==> src/rtl/minmax_reduce_seq.sv <==
// minmax_reduce_seq: streaming signed min/max reduction over len elements with a held result.
// Define MINMAX_REDUCE_ARGIDX_EN to add out_idx, the arrival index of the winning element.
module minmax_reduce_seq #(
  parameter int WIDTH = 16,
  parameter int CNT_W = 8
) (
  input  logic             clk,
  input  logic             rst_n,
  input  logic             start,
  input  logic             mode_max,
  input  logic [CNT_W-1:0] len,
  input  logic             in_valid,
  input  logic [WIDTH-1:0] in_data,
  output logic             in_ready,
  output logic             out_valid,
  input  logic             out_ready,
  output logic [WIDTH-1:0] out_data,
  output logic             busy
`ifdef MINMAX_REDUCE_ARGIDX_EN
  ,
  output logic [CNT_W-1:0] out_idx
`endif
);
  typedef enum logic [1:0] {IDLE, ACCUM, DONE} state_t;
  localparam logic [WIDTH-1:0] MIN_ID = {1'b0, {(WIDTH-1){1'b1}}};
  localparam logic [WIDTH-1:0] MAX_ID = {1'b1, {(WIDTH-1){1'b0}}};
  state_t state_q, state_d;
  logic [WIDTH-1:0] acc_q, acc_d;
  logic [CNT_W-1:0] cnt_q, cnt_d, len_q, len_d;
  logic mode_q, mode_d, accept, better;
`ifdef MINMAX_REDUCE_ARGIDX_EN
  logic [CNT_W-1:0] idx_q, idx_d;
  assign out_idx = idx_q;
`endif
  assign accept = (state_q == ACCUM) && in_valid;
  // strict compare keeps the earlier element on ties
  assign better = mode_q ? ($signed(in_data) > $signed(acc_q)) : ($signed(in_data) < $signed(acc_q));
  always_comb begin
    state_d = state_q;
    acc_d = acc_q;
    cnt_d = cnt_q;
    len_d = len_q;
    mode_d = mode_q;
`ifdef MINMAX_REDUCE_ARGIDX_EN
    idx_d = idx_q;
`endif
    if (state_q == IDLE && start) begin
      state_d = (len == '0) ? DONE : ACCUM;
      acc_d = mode_max ? MAX_ID : MIN_ID;
      cnt_d = '0;
      len_d = len;
      mode_d = mode_max;
`ifdef MINMAX_REDUCE_ARGIDX_EN
      idx_d = '0;
`endif
    end else if (accept) begin
      acc_d = better ? in_data : acc_q;
      cnt_d = cnt_q + 1'b1;
      state_d = (cnt_d == len_q) ? DONE : ACCUM;
`ifdef MINMAX_REDUCE_ARGIDX_EN
      idx_d = better ? cnt_q : idx_q;
`endif
    end else if (state_q == DONE && out_ready) begin
      state_d = IDLE;
    end
  end
  always_ff @(posedge clk) begin
    if (!rst_n) begin
      state_q <= IDLE;
      acc_q <= '0;
      cnt_q <= '0;
      len_q <= '0;
      mode_q <= 1'b0;
`ifdef MINMAX_REDUCE_ARGIDX_EN
      idx_q <= '0;
`endif
    end else begin
      state_q <= state_d;
      acc_q <= acc_d;
      cnt_q <= cnt_d;
      len_q <= len_d;
      mode_q <= mode_d;
`ifdef MINMAX_REDUCE_ARGIDX_EN
      idx_q <= idx_d;
`endif
    end
  end
  assign in_ready = (state_q == ACCUM);
  assign out_valid = (state_q == DONE);
  assign busy = (state_q != IDLE);
  assign out_data = acc_q;
endmodule

==> config.mk <==
export PLATFORM = sky130hd
export DESIGN_NAME = minmax_reduce_seq
export DESIGN_NICKNAME = d
export VERILOG_FILES = /design/src/rtl/minmax_reduce_seq.sv
export SDC_FILE = /design/constraint.sdc
export NUM_CORES = 1
export LEC_CHECK = 0
export BUFFER_PORTS_ARGS = -buffer_cell sky130_fd_sc_hd__buf_4
export CORE_MARGIN = 5
export CORE_UTILIZATION = 47
export DETAILED_ROUTE_END_ITERATION = 10
export PLACE_DENSITY = 0.75
export SLEW_MARGIN = 5
export SYNTH_ARGS = -nofsm -noshare
export SYNTH_HDL_FRONTEND = slang
export SYNTH_SLANG_ARGS = --single-unit
==> constraint.sdc <==
create_clock -name clk -period 4 [get_ports clk]
set_clock_uncertainty 0.05 [all_clocks]
set_input_delay 0.6 -clock clk [delete_from_list [all_inputs] [get_ports clk]]
set_output_delay 0.6 -clock clk [all_outputs]
set_load 0.005 [all_outputs]
# After elaboration in Yosys (flattened, before gate mapping)
# Cells that the tools add are included.
# op_classes
n_addsub	1
bitwise_logic	1
magnitude_cmp	2
eq_ne	3
n_mux	10
reduce_logical	11
# ops
op	count
two-way mux 16 bit	4
greater-than comparator 16 bit	1
< comparator 16 bit	1
two-way mux 2 bit	5
adder 8 x 1 -> 8 bit, second input constant	1
== test 8 bit	1
zero test 8 bit	1
nonzero test 2 bit	3
logical AND 1 bit	3
nonzero test 3 bit	1
== test 2 x 1 -> 1 bit, second input constant	1
== test 2 bit, second input constant	1
zero test 2 bit	1
AND reduction 2 bit	1
OR reduction 2 bit	1
two-way mux 1 bit	1
NOT 1 bit	1
# word_totals
output_inout_bits	19
in_bits	30
word_cells	33
reg_bits	35

# Longest topological paths before layout
# Gate-level depths: netlist of the first run.
# depth
ltp_word	5
depth_mapped	10
depth_no_buf	9

# Least setup slack after synthesis of the first run
# OpenSTA, ideal clock, no wires.
# synth_path
path_kind	input to register
startpoint	input in_data[15]
endpoint	register acc_q[11] (netlist: out_data[11])
slack_ns	1.402
arrival_time_ns	2.459
required_ns	3.861
path_stages	9
setup_ns	0.089
n_path_buf	1
path_cell_list	ha_1 > nand4_2 > nor2_1 > o2bb2ai_2 > nor3_1 > mux2i_2 > clkbuf_4 > a21oi_2 > a311oi_2
# synth_between
elab_chain_cells	4
elab_cells_between_ends	5
classes_between	order compare: 2; mux: 1; reduce/logical: 2
# synth_rtl
element	line	rtl
from (decl)	13	input logic [WIDTH-1:0] in_data,
< comparator 16 bit or greater-than comparator 16 bit (tied branches)	37	assign better = mode_q ? ($signed(in_data) > $signed(acc_q)) : ($signed(in_data) < $signed(acc_q));
two-way mux 1 bit *	37	
nonzero test 2 bit (no line) *	n/a	
AND reduction 2 bit (no line) *	n/a	
to (signal assigned)	70	acc_q <= '0;
to (signal assigned)	79	acc_q <= acc_d;
to (decl)	28	logic [WIDTH-1:0] acc_q, acc_d;
# Mark *: on every way between the ends. The rest lies on a longest branch, timed or not.
# A chain may end at the register's enable or synchronous reset.

# Worst setup path after layout of the first run
# layout_path
startpoint	input in_data[15]
endpoint	register acc_q[6] (netlist: out_data[6])
# Same word-level chain as after synthesis.

==> impl_metrics.yaml, run 1 <==
clocking:
  number_of_buffers_added_by_the_clock_tree_synthesis_step: 5
  clock_tree_from_tritoncts: "built"
  cts_resized: 0
  clock_tree.root_cell: "sky130_fd_sc_hd__clkbuf_8"
  clkTransAtPathRegs_ps: 70
  cts_buffer_depth: 2
  clk-insertion-delay-late_ps: 290
  h-tree-depth: 2
  post-cts-setup-buffers: 0
  clock-sinks: 35
  postCtsHoldBufs: 0
worst_setup_path:
  cp_data_required_time_ps: 4140
  worstSetupPathType: "input port to flop"
  worstPathCellList: "buf_4 > ha_1 > nand4_2 > nor2_1 > o2bb2ai_2 > nor3_1 > mux2i_4 > buf_4 > a21oi_1 > a311oi_2"
  crit_buf_inv: 2
  worst-path-max-fanout: 15
  crit_arrival_ps: 3200
  reg2reg_depth: 10
  worst_r2r_startpoint: "out_data[15]$_SDFFE_PN0P_"
  critical-path-max-stage-delay_ps: 610
  worstSetupPathDepth: 10
  r2r_end: "out_data[6]$_SDFFE_PN0P_"
  timing.critical_path.from: "in_data[15]"
  critPathCapture: "out_data[6]$_SDFFE_PN0P_"
  slowest_stage: "sky130_fd_sc_hd__mux2i_4"
  crit_family: "simple AND/OR/NAND/NOR gates"
  crit_path_end_kind: "flop"
  crit_path_start_kind: "input port"
  cp_common_cell: "sky130_fd_sc_hd__buf_4"
  setup.reg_to_reg.worst_slack_ps: 980
sta:
  post-route-worst-setup-slack_ps: 939.1
  slew_violations: 0
  fmaxAchievable_mhz: 326.7
  slew-limit-headroom_pct: 23.06
  timing.final.crit_share_pct: 76.52
  unrepaired_setup_endpoints_after_global_routing: "false"
  finalSetupViolCount: 0
  worst_slew_pin_slew_ps: 1150
  timing_hold_violations_final: 0
  final.setup.tns_ps: 0
  min_clock_period_post_route_ps: 3061
grt:
  initial_antenna_violation_count: 0
  grt_util_met3_pct: 3.855
  grt-ovfl-total: 0
  global_route.usage.met1_pct: 21.82
  global_route_wire_length_before_repair_um: 8797
  grt_busiest_layer: "met2"
  grt_use_met2_pct: 30.72
  vias_in_the_first_global_route: 1969
  grt_usage_pct: 17.68
  largest_net_degree_at_the_start_of_global_routing: 26
die:
  core_region_area_mm2: 0.004692
  io_pins: 49
  fp-row-count: 25
  effective_utilization_at_floorplan_pct: 47.79
  die_height_um: 79.07
  die_area_mm2: 0.006252
  die_width_um: 79.07
drt:
  drtAntennaViolNets: 0
  drt-pass1-iter-count: 4
  finalWirelength_um: 5292
  vias: 2029
  wl_per_cell_um: 14.50
  avgViaCountPerCell: 5.559
  drt_first_iter_violations: 110
  drc: 0
cells_and_area:
  layout.cells.most_common: "sky130_fd_sc_hd__buf_4"
  post-route-util_pct: 58.64
  area_delta_synth_final_pct: 22.71
  layout_common_cells: "sky130_fd_sc_hd__buf_4, sky130_fd_sc_hd__a21oi_1, sky130_fd_sc_hd__dfxtp_1, sky130_fd_sc_hd__nand2_1, sky130_fd_sc_hd__inv_1"
  antennaDiodeCount: 0
  final_nets: 357
  post-route-cell-area_mm2: 0.002751
  drive_gt1_share_pct: 27.65
worst_hold_path:
  source_of_the_worst_hold_timing_path: "len_q[5]$_SDFFE_PN0P_"
  hold_path_class: "flop to flop"
pwr:
  power.static_leakage_nw: 1.113
  worst_ir_drop_vdd_mv: 0.4100
  pwr_density_cell_mw_per_mm2: 593.1
  power.total_mw: 1.632
run:
  drv_cap: 0
synthesis:
  synth.distinct_cells: 42
  synthArstFlopShare_pct: 0
  synth.avg_cell_area_um2: 8.461
  syn-num-nets: 312
  syn_inst: 265
  synth-edff-count: 0
  dominantRegCellSynth: "sky130_fd_sc_hd__dfxtp_1"
  synthesis.yosys.warnings: 0
  yosys_register_bits: 35
  syn_area_mm2: 0.002242
  yosysSeqAreaShare_pct: 31.25
place:
  globalplace.congestion: 0.7923
  buffer_ports.inserted: 48
  post_place_setup_slack_ps: 647.2
  postPlaceCellArea_mm2: 0.002634
  dp_hpwl_um: 3933
run_status:
  outcome: "finished clean"
## cells in the mapped netlist (2+ instances only)
cell type | number | area [um^2]
sky130_fd_sc_hd__a21oi_1 | 44 | 220.2
sky130_fd_sc_hd__dfxtp_1 | 35 | 700.7
sky130_fd_sc_hd__nand2_1 | 34 | 127.6
sky130_fd_sc_hd__inv_1 | 20 | 75.07
sky130_fd_sc_hd__ha_1 | 17 | 212.7
sky130_fd_sc_hd__nor2_1 | 14 | 52.55
sky130_fd_sc_hd__a311oi_2 | 11 | 165.2
sky130_fd_sc_hd__xnor2_1 | 9 | 78.83
sky130_fd_sc_hd__clkbuf_1 | 8 | 30.03
sky130_fd_sc_hd__o21ai_0 | 8 | 40.04
sky130_fd_sc_hd__nand4_1 | 7 | 43.79
sky130_fd_sc_hd__xor2_1 | 7 | 61.31
sky130_fd_sc_hd__nand3_1 | 5 | 25.02
sky130_fd_sc_hd__a21oi_2 | 4 | 35.03
sky130_fd_sc_hd__a311oi_1 | 4 | 35.03
sky130_fd_sc_hd__nor4_1 | 4 | 25.02
sky130_fd_sc_hd__buf_2 | 3 | 15.01
sky130_fd_sc_hd__nor2b_1 | 3 | 18.77
sky130_fd_sc_hd__buf_6 | 2 | 22.52
sky130_fd_sc_hd__nand2b_1 | 2 | 12.51
sky130_fd_sc_hd__nor3_1 | 2 | 10.01
sky130_fd_sc_hd__o21a_1 | 2 | 15.01
## stage by stage
stage	std cells	hold WS, ps
3_5_place_dp	357	412.4
2_1_floorplan	265	389.6
6_report	365	420.7
5_1_grt	365	443.0
3_3_place_gp	357	406.4
4_1_cts	365	422.6
## final cells by class
type / count / area, um^2
clock buffers: 6 / 82.58
clock inverters: 2 / 35.03
fillers: 442 / 1941
inverters: 20 / 75.07
multi-input cells: 195 / 1393
flip-flops and latches: 35 / 700.7
well taps: 54 / 67.56
repair buffers: 53 / 397.9
## flip-flops by register name, indices dropped and copies added (netlist names)
| register | count |
|---|---|
| len_q | 8 |
| state_q | 2 |
| mode_q | 1 |
| out_data | 16 |
| cnt_q | 8 |
## cells by family after synthesis
kind of cell | after synthesis | synth area share (%)
AOI/OAI and AO/OA | 83 | 28.57
xor gates and xnor gates | 16 | 6.250
adders and majority gates | 17 | 9.486
buffers and inverters | 35 | 7.031
DFF | 35 | 31.25
muxes | 1 | 0.6137
and+or+nand+nor | 78 | 16.80
## where the power goes
group | switching (mW) | internal [mW] | leakage [nW]
registers | 0.0693 | 0.430 | 0.288
logic | 0.430 | 0.369 | 0.765
clock network | 0.131 | 0.202 | 0.0612
## per-layer routing
metal | up-vias | routed length [um]
met5 | - | 0
met4 | 0 | 54
met3 | 5 | 144
met2 | 24 | 2643
met1 | 967 | 2449
li1 | 1033 | -
## worst min path at each step
| stage | cells after the start | to | slack, ps |
|---|---|---|---|
| after floorplan | 2 | len_q[2]$_SDFFE_PN0P_ | 390 |
| final | 2 | len_q[5]$_SDFFE_PN0P_ | 420 |
| after global routing | 2 | len_q[3]$_SDFFE_PN0P_ | 440 |
| after CTS | 2 | len_q[5]$_SDFFE_PN0P_ | 420 |
| after global placement | 2 | len_q[2]$_SDFFE_PN0P_ | 410 |
| after detailed placement | 2 | len_q[5]$_SDFFE_PN0P_ | 410 |
## worst register-to-register path: cells and delay by family (launching register included)
family	cells	cell delay (ps)
muxes	1	610
AOI/OAI and AO/OA	3	500
DFF	1	330
and+or+nand+nor	3	670
buffers and inverters	2	380
adders and majority gates	1	360
Note: power is estimated with default switching activity, not from simulation.
==> inputs of run 2 (changes only) <==
==> constraint.sdc (replaced) <==
create_clock -name clk -period 3.15 [get_ports clk]
set_clock_uncertainty 0.05 [all_clocks]
set_input_delay 0.4725 -clock clk [delete_from_list [all_inputs] [get_ports clk]]
set_output_delay 0.4725 -clock clk [all_outputs]
set_load 0.005 [all_outputs]
==> run 2 against run 1 <==
Effect of this change:
- final area down 1.2%
- highest routed layer unchanged
- largest power group unchanged
- routed wire length down 2.6%
- sequential power up 28%
- largest cell class unchanged
==> impl_metrics.yaml, run 2 (synthesis gave the netlist of run 1 again) <==
clocking:
  post-cts-setup-buffers: 0
  cts_resized: 0
  number_of_buffers_added_by_the_clock_tree_synthesis_step: 5
  postCtsHoldBufs: 0
  clock_tree_from_tritoncts: "built"
  clock-sinks: 35
  cts_buffer_depth: 2
  clock_tree.root_cell: "sky130_fd_sc_hd__clkbuf_8"
  clkTransAtPathRegs_ps: 70
  clk-insertion-delay-late_ps: 280
  h-tree-depth: 2
cells_and_area:
  final_nets: 357
  n_fill_cell: 442
  layout_common_cells: "sky130_fd_sc_hd__buf_4, sky130_fd_sc_hd__a21oi_1, sky130_fd_sc_hd__dfxtp_1, sky130_fd_sc_hd__nand2_1, sky130_fd_sc_hd__inv_1"
  multiInputGateArea_mm2: 0.001393
  layout.cells.most_common: "sky130_fd_sc_hd__buf_4"
  sequential_cell_area_um2: 700.7
  largest_register_ffs: 16
  antennaDiodeCount: 0
  final_cells: 363
  drive_gt1_share_pct: 26.86
  post-route-util_pct: 57.95
  area_delta_synth_final_pct: 21.26
drt:
  finalWirelength_um: 5154
  drt_first_iter_violations: 121
  routedLengthMet1_um: 2311
  highest_layer: "met4"
  vias: 2031
  drc: 0
  routed-wl-met3_um: 197
  drt-pass1-iter-count: 4
  wl_per_cell_um: 14.20
  avgViaCountPerCell: 5.595
  wl_met2_um: 2592
  drtAntennaViolNets: 0
place:
  dp_hpwl_um: 3856
  buffer_ports.inserted: 48
  dp_cells: 357
  globalplace.congestion: 0.7940
pwr:
  clockPowerShare_pct: 15.2
  cell_internal_pwr_mw: 1.178
  pwr_density_cell_mw_per_mm2: 718.0
  power.static_leakage_nw: 1.095
  power_switching_share_pct: 39.63
  net-switching-power_mw: 0.7736
  worst_ir_drop_vdd_mv: 0.4226
  comb_power_share_pct: 52.1
  power.total_mw: 1.952
  power.share.sequential_pct: 32.7
worst_setup_path:
  worst-path-max-fanout: 18
  critical-path-max-stage-delay_ps: 410
  slowest_stage: "sky130_fd_sc_hd__nor3_1"
  crit_buf_inv: 2
  worstSetupPathType: "flop to flop"
  cp_data_required_time_ps: 3270
  crit_family: "simple AND/OR/NAND/NOR gates"
  crit_path_start_kind: "flop"
  crit_arrival_ps: 2870
  crit_path_end_kind: "flop"
  worstPathCellList: "inv_1 > ha_1 > nand4_2 > nor2_1 > o2bb2ai_2 > nor3_1 > mux2i_4 > buf_4 > a21oi_1 > a311oi_1"
grt:
  grt_usage_pct: 17.45
  grt-ovfl-total: 0
  vias_in_the_first_global_route: 1949
  initial_antenna_violation_count: 0
  largest_net_degree_at_the_start_of_global_routing: 29
  global_route_wire_length_before_repair_um: 8811
worst_hold_path:
  hold_path_class: "input port to flop"
sta:
  min_clock_period_post_route_ps: 2747
  slew_violations: 0
  fmaxAchievable_mhz: 364.0
  slew-limit-headroom_pct: 28.76
  timing.final.crit_share_pct: 87.21
  finalSetupViolCount: 0
  unrepaired_setup_endpoints_after_global_routing: "false"
  timing_hold_violations_final: 0
  worst_slew_pin_slew_ps: 1065
  final.setup.tns_ps: 0
  fin_worst_hold_slack_ps: 384.7
run:
  drv_cap: 0
die:
  fp-row-count: 25
  die_height_um: 79.07
  effective_utilization_at_floorplan_pct: 47.79
  io_pins: 49
  core_region_area_mm2: 0.004692
  die_area_mm2: 0.006252
  die_width_um: 79.07
run_status:
  outcome: "finished clean"
run 2: path summary, 6_finish.rpt:
kind,cells after the start,to,slack [ps],from
worst max register to register,10,out_data[3]$_SDFFE_PN0P_,400,out_data[15]$_SDFFE_PN0P_
worst min register to register,2,len_q[4]$_SDFFE_PN0P_,420,len_q[4]$_SDFFE_PN0P_
worst min-delay path,2,state_q[1]$_SDFFE_PN0P_,380,rst_n
worst max-delay path,10,out_data[3]$_SDFFE_PN0P_,400,out_data[15]$_SDFFE_PN0P_
run 2: area by class of cell:
type                            count  area share (%)
Multi-Input combinational cell    195           51.22
Sequential cell                    35           25.77
Timing Repair Buffer               53           15.09
Inverter                           20           2.761
Clock buffer                        6           2.669
Tap cell                           54           2.485
run 2: stage by stage:
stage	area [um^2]	setup WS [ps]
finish	2719	402.9
floorplan	2242	679.8
global placement	2646	291.6
global route	2719	231.9
detailed placement	2646	206.2
CTS	2719	401.7
run 2: power by group through the flow:
| stage | registers [mW] | logic (mW) | clock network (mW) |
|---|---|---|---|
| 2_1_floorplan | 0.634 | 0.705 | 0 |
| 3_3_place_gp | 0.644 | 0.994 | 0 |
| 3_5_place_dp | 0.643 | 1.02 | 0 |
| 4_1_cts | 0.637 | 1.02 | 0.305 |
| 5_1_grt | 0.657 | 1.13 | 0.325 |
| 6_report | 0.638 | 1.02 | 0.296 |
run 2: per-layer routing:
layer | up-vias | GRT usage [%]
met2 | 34 | 29.21
met5 | - | 0
met1 | 960 | 22.28
li1 | 1032 | -
met4 | 0 | 5.155
met3 | 5 | 4.082
==> inputs of run 3 (changes only) <==
--- a/config.mk
+++ b/config.mk
@@ -7,9 +7,9 @@
 export LEC_CHECK = 0
 export BUFFER_PORTS_ARGS = -buffer_cell sky130_fd_sc_hd__buf_4
 export CORE_MARGIN = 5
-export CORE_UTILIZATION = 47
+export CORE_UTILIZATION = 42
 export DETAILED_ROUTE_END_ITERATION = 10
-export PLACE_DENSITY = 0.75
+export PLACE_DENSITY = 0.68
 export SLEW_MARGIN = 5
 export SYNTH_ARGS = -nofsm -noshare
 export SYNTH_HDL_FRONTEND = slang
==> run 3 against run 2 <==
Effect of this change:
- clock-buffer cell count fell by 1
- critical path depth did not move
- final area rose by 2.3%
- non-clock buffer count rose by 1
- clock power rose by 34%
- worst hold slack barely moved
- largest cell class unchanged
- largest power group unchanged
==> impl_metrics.yaml, run 3 (synthesis gave the netlist of run 1 again) <==
drt:
  drt-pass1-iter-count: 4
  vias: 2014
  drtAntennaViolNets: 0
  drt_first_iter_violations: 94
  drc: 0
  finalWirelength_um: 5122
  wl_per_cell_um: 13.44
  avgViaCountPerCell: 5.286
sta:
  unrepaired_setup_endpoints_after_global_routing: "false"
  min_clock_period_post_route_ps: 2742
  slew_violations: 0
  worst_slew_pin_slew_ps: 1114
  slew-limit-headroom_pct: 25.48
  timing_hold_violations_final: 0
  fmaxAchievable_mhz: 364.7
  final.setup.tns_ps: 0
  finalSetupViolCount: 0
  timing.final.crit_share_pct: 87.06
clocking:
  number_of_buffers_added_by_the_clock_tree_synthesis_step: 5
  clock_tree_from_tritoncts: "built"
  post-cts-setup-buffers: 0
  clock-sinks: 35
  cts_resized: 0
  cts_buffer_depth: 2
  clock_tree.root_cell: "sky130_fd_sc_hd__clkbuf_8"
  clkTransAtPathRegs_ps: 70
  postCtsHoldBufs: 0
  h-tree-depth: 2
  clk-insertion-delay-late_ps: 290
place:
  globalplace.congestion: 0.8384
  buffer_ports.inserted: 48
  dp_cells: 374
  dp_hpwl_um: 3915
worst_setup_path:
  reg2reg_depth: 10
  worstSetupPathType: "flop to flop"
  worstPathCellList: "inv_1 > ha_1 > nand4_1 > nor2_1 > o2bb2ai_2 > nor3_1 > mux2i_4 > buf_12 > a21oi_1 > a311oi_1"
  worst_r2r_startpoint: "out_data[11]$_SDFFE_PN0P_"
  worst-path-max-fanout: 22
  r2r_end: "out_data[1]$_SDFFE_PN0P_"
  critical-path-max-stage-delay_ps: 420
  crit_buf_inv: 2
  crit_path_start_kind: "flop"
  crit_arrival_ps: 2880
  crit_family: "simple AND/OR/NAND/NOR gates"
  slowest_stage: "sky130_fd_sc_hd__mux2i_4"
  setup.reg_to_reg.worst_slack_ps: 410
  cp_data_required_time_ps: 3290
  crit_path_end_kind: "flop"
cells_and_area:
  layout_common_cells: "sky130_fd_sc_hd__buf_4, sky130_fd_sc_hd__a21oi_1, sky130_fd_sc_hd__dfxtp_1, sky130_fd_sc_hd__nand2_1, sky130_fd_sc_hd__inv_1"
  drive_gt1_share_pct: 27.65
  n_fill_cell: 516
  final_cells: 381
  layout.cells.most_common: "sky130_fd_sc_hd__buf_4"
  area_delta_synth_final_pct: 24.00
  final_nets: 358
  largest_register_ffs: 16
  post-route-util_pct: 54.09
  antennaDiodeCount: 0
grt:
  grt_usage_pct: 15.05
  vias_in_the_first_global_route: 1960
  largest_net_degree_at_the_start_of_global_routing: 26
  global_route_wire_length_before_repair_um: 8700
  grt-ovfl-total: 0
  initial_antenna_violation_count: 0
worst_hold_path:
  min_delay_path_depth: 3
  source_of_the_worst_hold_timing_path: "len[0]"
  hold_path_class: "input port to flop"
  hold_path_end: "len_q[0]$_SDFFE_PN0P_"
pwr:
  power.total_mw: 2.048
  worst_ir_drop_vdd_mv: 0.6312
  power.static_leakage_nw: 1.113
  pwr_density_cell_mw_per_mm2: 736.8
run:
  drv_cap: 0
run_status:
  outcome: "finished clean"
die:
  die_height_um: 83.07
  core_region_area_mm2: 0.005140
  die_width_um: 83.07
  die_area_mm2: 0.006900
  io_pins: 49
  effective_utilization_at_floorplan_pct: 43.62
  fp-row-count: 26
run 3: cell count changes in the layout (fill, tap and decap cells not counted), sizes merged:
cell,previous run,this run
bufinv,0,1
buf,53,54
clkinvlp,0,1
clkbuf,6,5
run 3: worst max path at each step:
stage / start / to / slack, ps / depth (start not counted)
after floorplan: in_data[15] / out_data[11]$_SDFFE_PN0P_ / 680 / 9
after global placement: in_data[15] / out_data[1]$_SDFFE_PN0P_ / 290 / 10
after detailed placement: in_data[15] / out_data[1]$_SDFFE_PN0P_ / 170 / 10
after CTS: out_data[11]$_SDFFE_PN0P_ / out_data[1]$_SDFFE_PN0P_ / 370 / 10
after global routing: out_data[7]$_SDFFE_PN0P_ / out_data[1]$_SDFFE_PN0P_ / 160 / 10
final: out_data[11]$_SDFFE_PN0P_ / out_data[1]$_SDFFE_PN0P_ / 410 / 10
run 3: worst register-to-register path: stages (launching register included):
cell,delay (ps)
sky130_fd_sc_hd__dfxtp_1,390
sky130_fd_sc_hd__inv_1,60
sky130_fd_sc_hd__ha_1,310
sky130_fd_sc_hd__nand4_1,230
sky130_fd_sc_hd__nor2_1,80
sky130_fd_sc_hd__o2bb2ai_2,170
sky130_fd_sc_hd__nor3_1,370
sky130_fd_sc_hd__mux2i_4,420
sky130_fd_sc_hd__buf_12,210
sky130_fd_sc_hd__a21oi_1,90
sky130_fd_sc_hd__a311oi_1,270
run 3: stage by stage:
stage	cell area (um^2)	worst slack, ps	hold WS, ps
6_report	2780	407.7	384.7
5_1_grt	2780	158.2	373.5
4_1_cts	2780	366.8	373.8
3_5_place_dp	2674	172.7	409.3
3_3_place_gp	2674	285.8	407.3
2_1_floorplan	2242	679.8	389.6
run 3: layer usage:
layer  up-vias  wire length, um  part of all wire [%]  global-route usage (%)
li1       1033                -                     -                       -
met2        42             2469                    48                   25.58
met3        13              145                   2.8                   3.366
met5         -                0                     0                       0
met1       926             2412                    47                   18.40
met4         0               95                   1.9                   5.795
run 3: layout make-up:
| cell class | count | area [um^2] | area share [%] |
|---|---|---|---|
| clock inverter | 2 | 37.54 | 1.350 |
| multi-input combinational | 195 | 1393 | 50.09 |
| timing repair buffer | 54 | 417.9 | 15.03 |
| sequential | 35 | 700.7 | 25.20 |
| tap | 70 | 87.58 | 3.150 |
| clock buffer | 5 | 68.82 | 2.475 |
| inverter | 20 | 75.07 | 2.700 |
run 3: power breakdown:
| part | switching (mW) | internal [mW] | total, mW |
|---|---|---|---|
| registers | 0.0856 | 0.546 | 0.632 |
| clock network | 0.166 | 0.231 | 0.398 |
| logic | 0.532 | 0.487 | 1.02 |
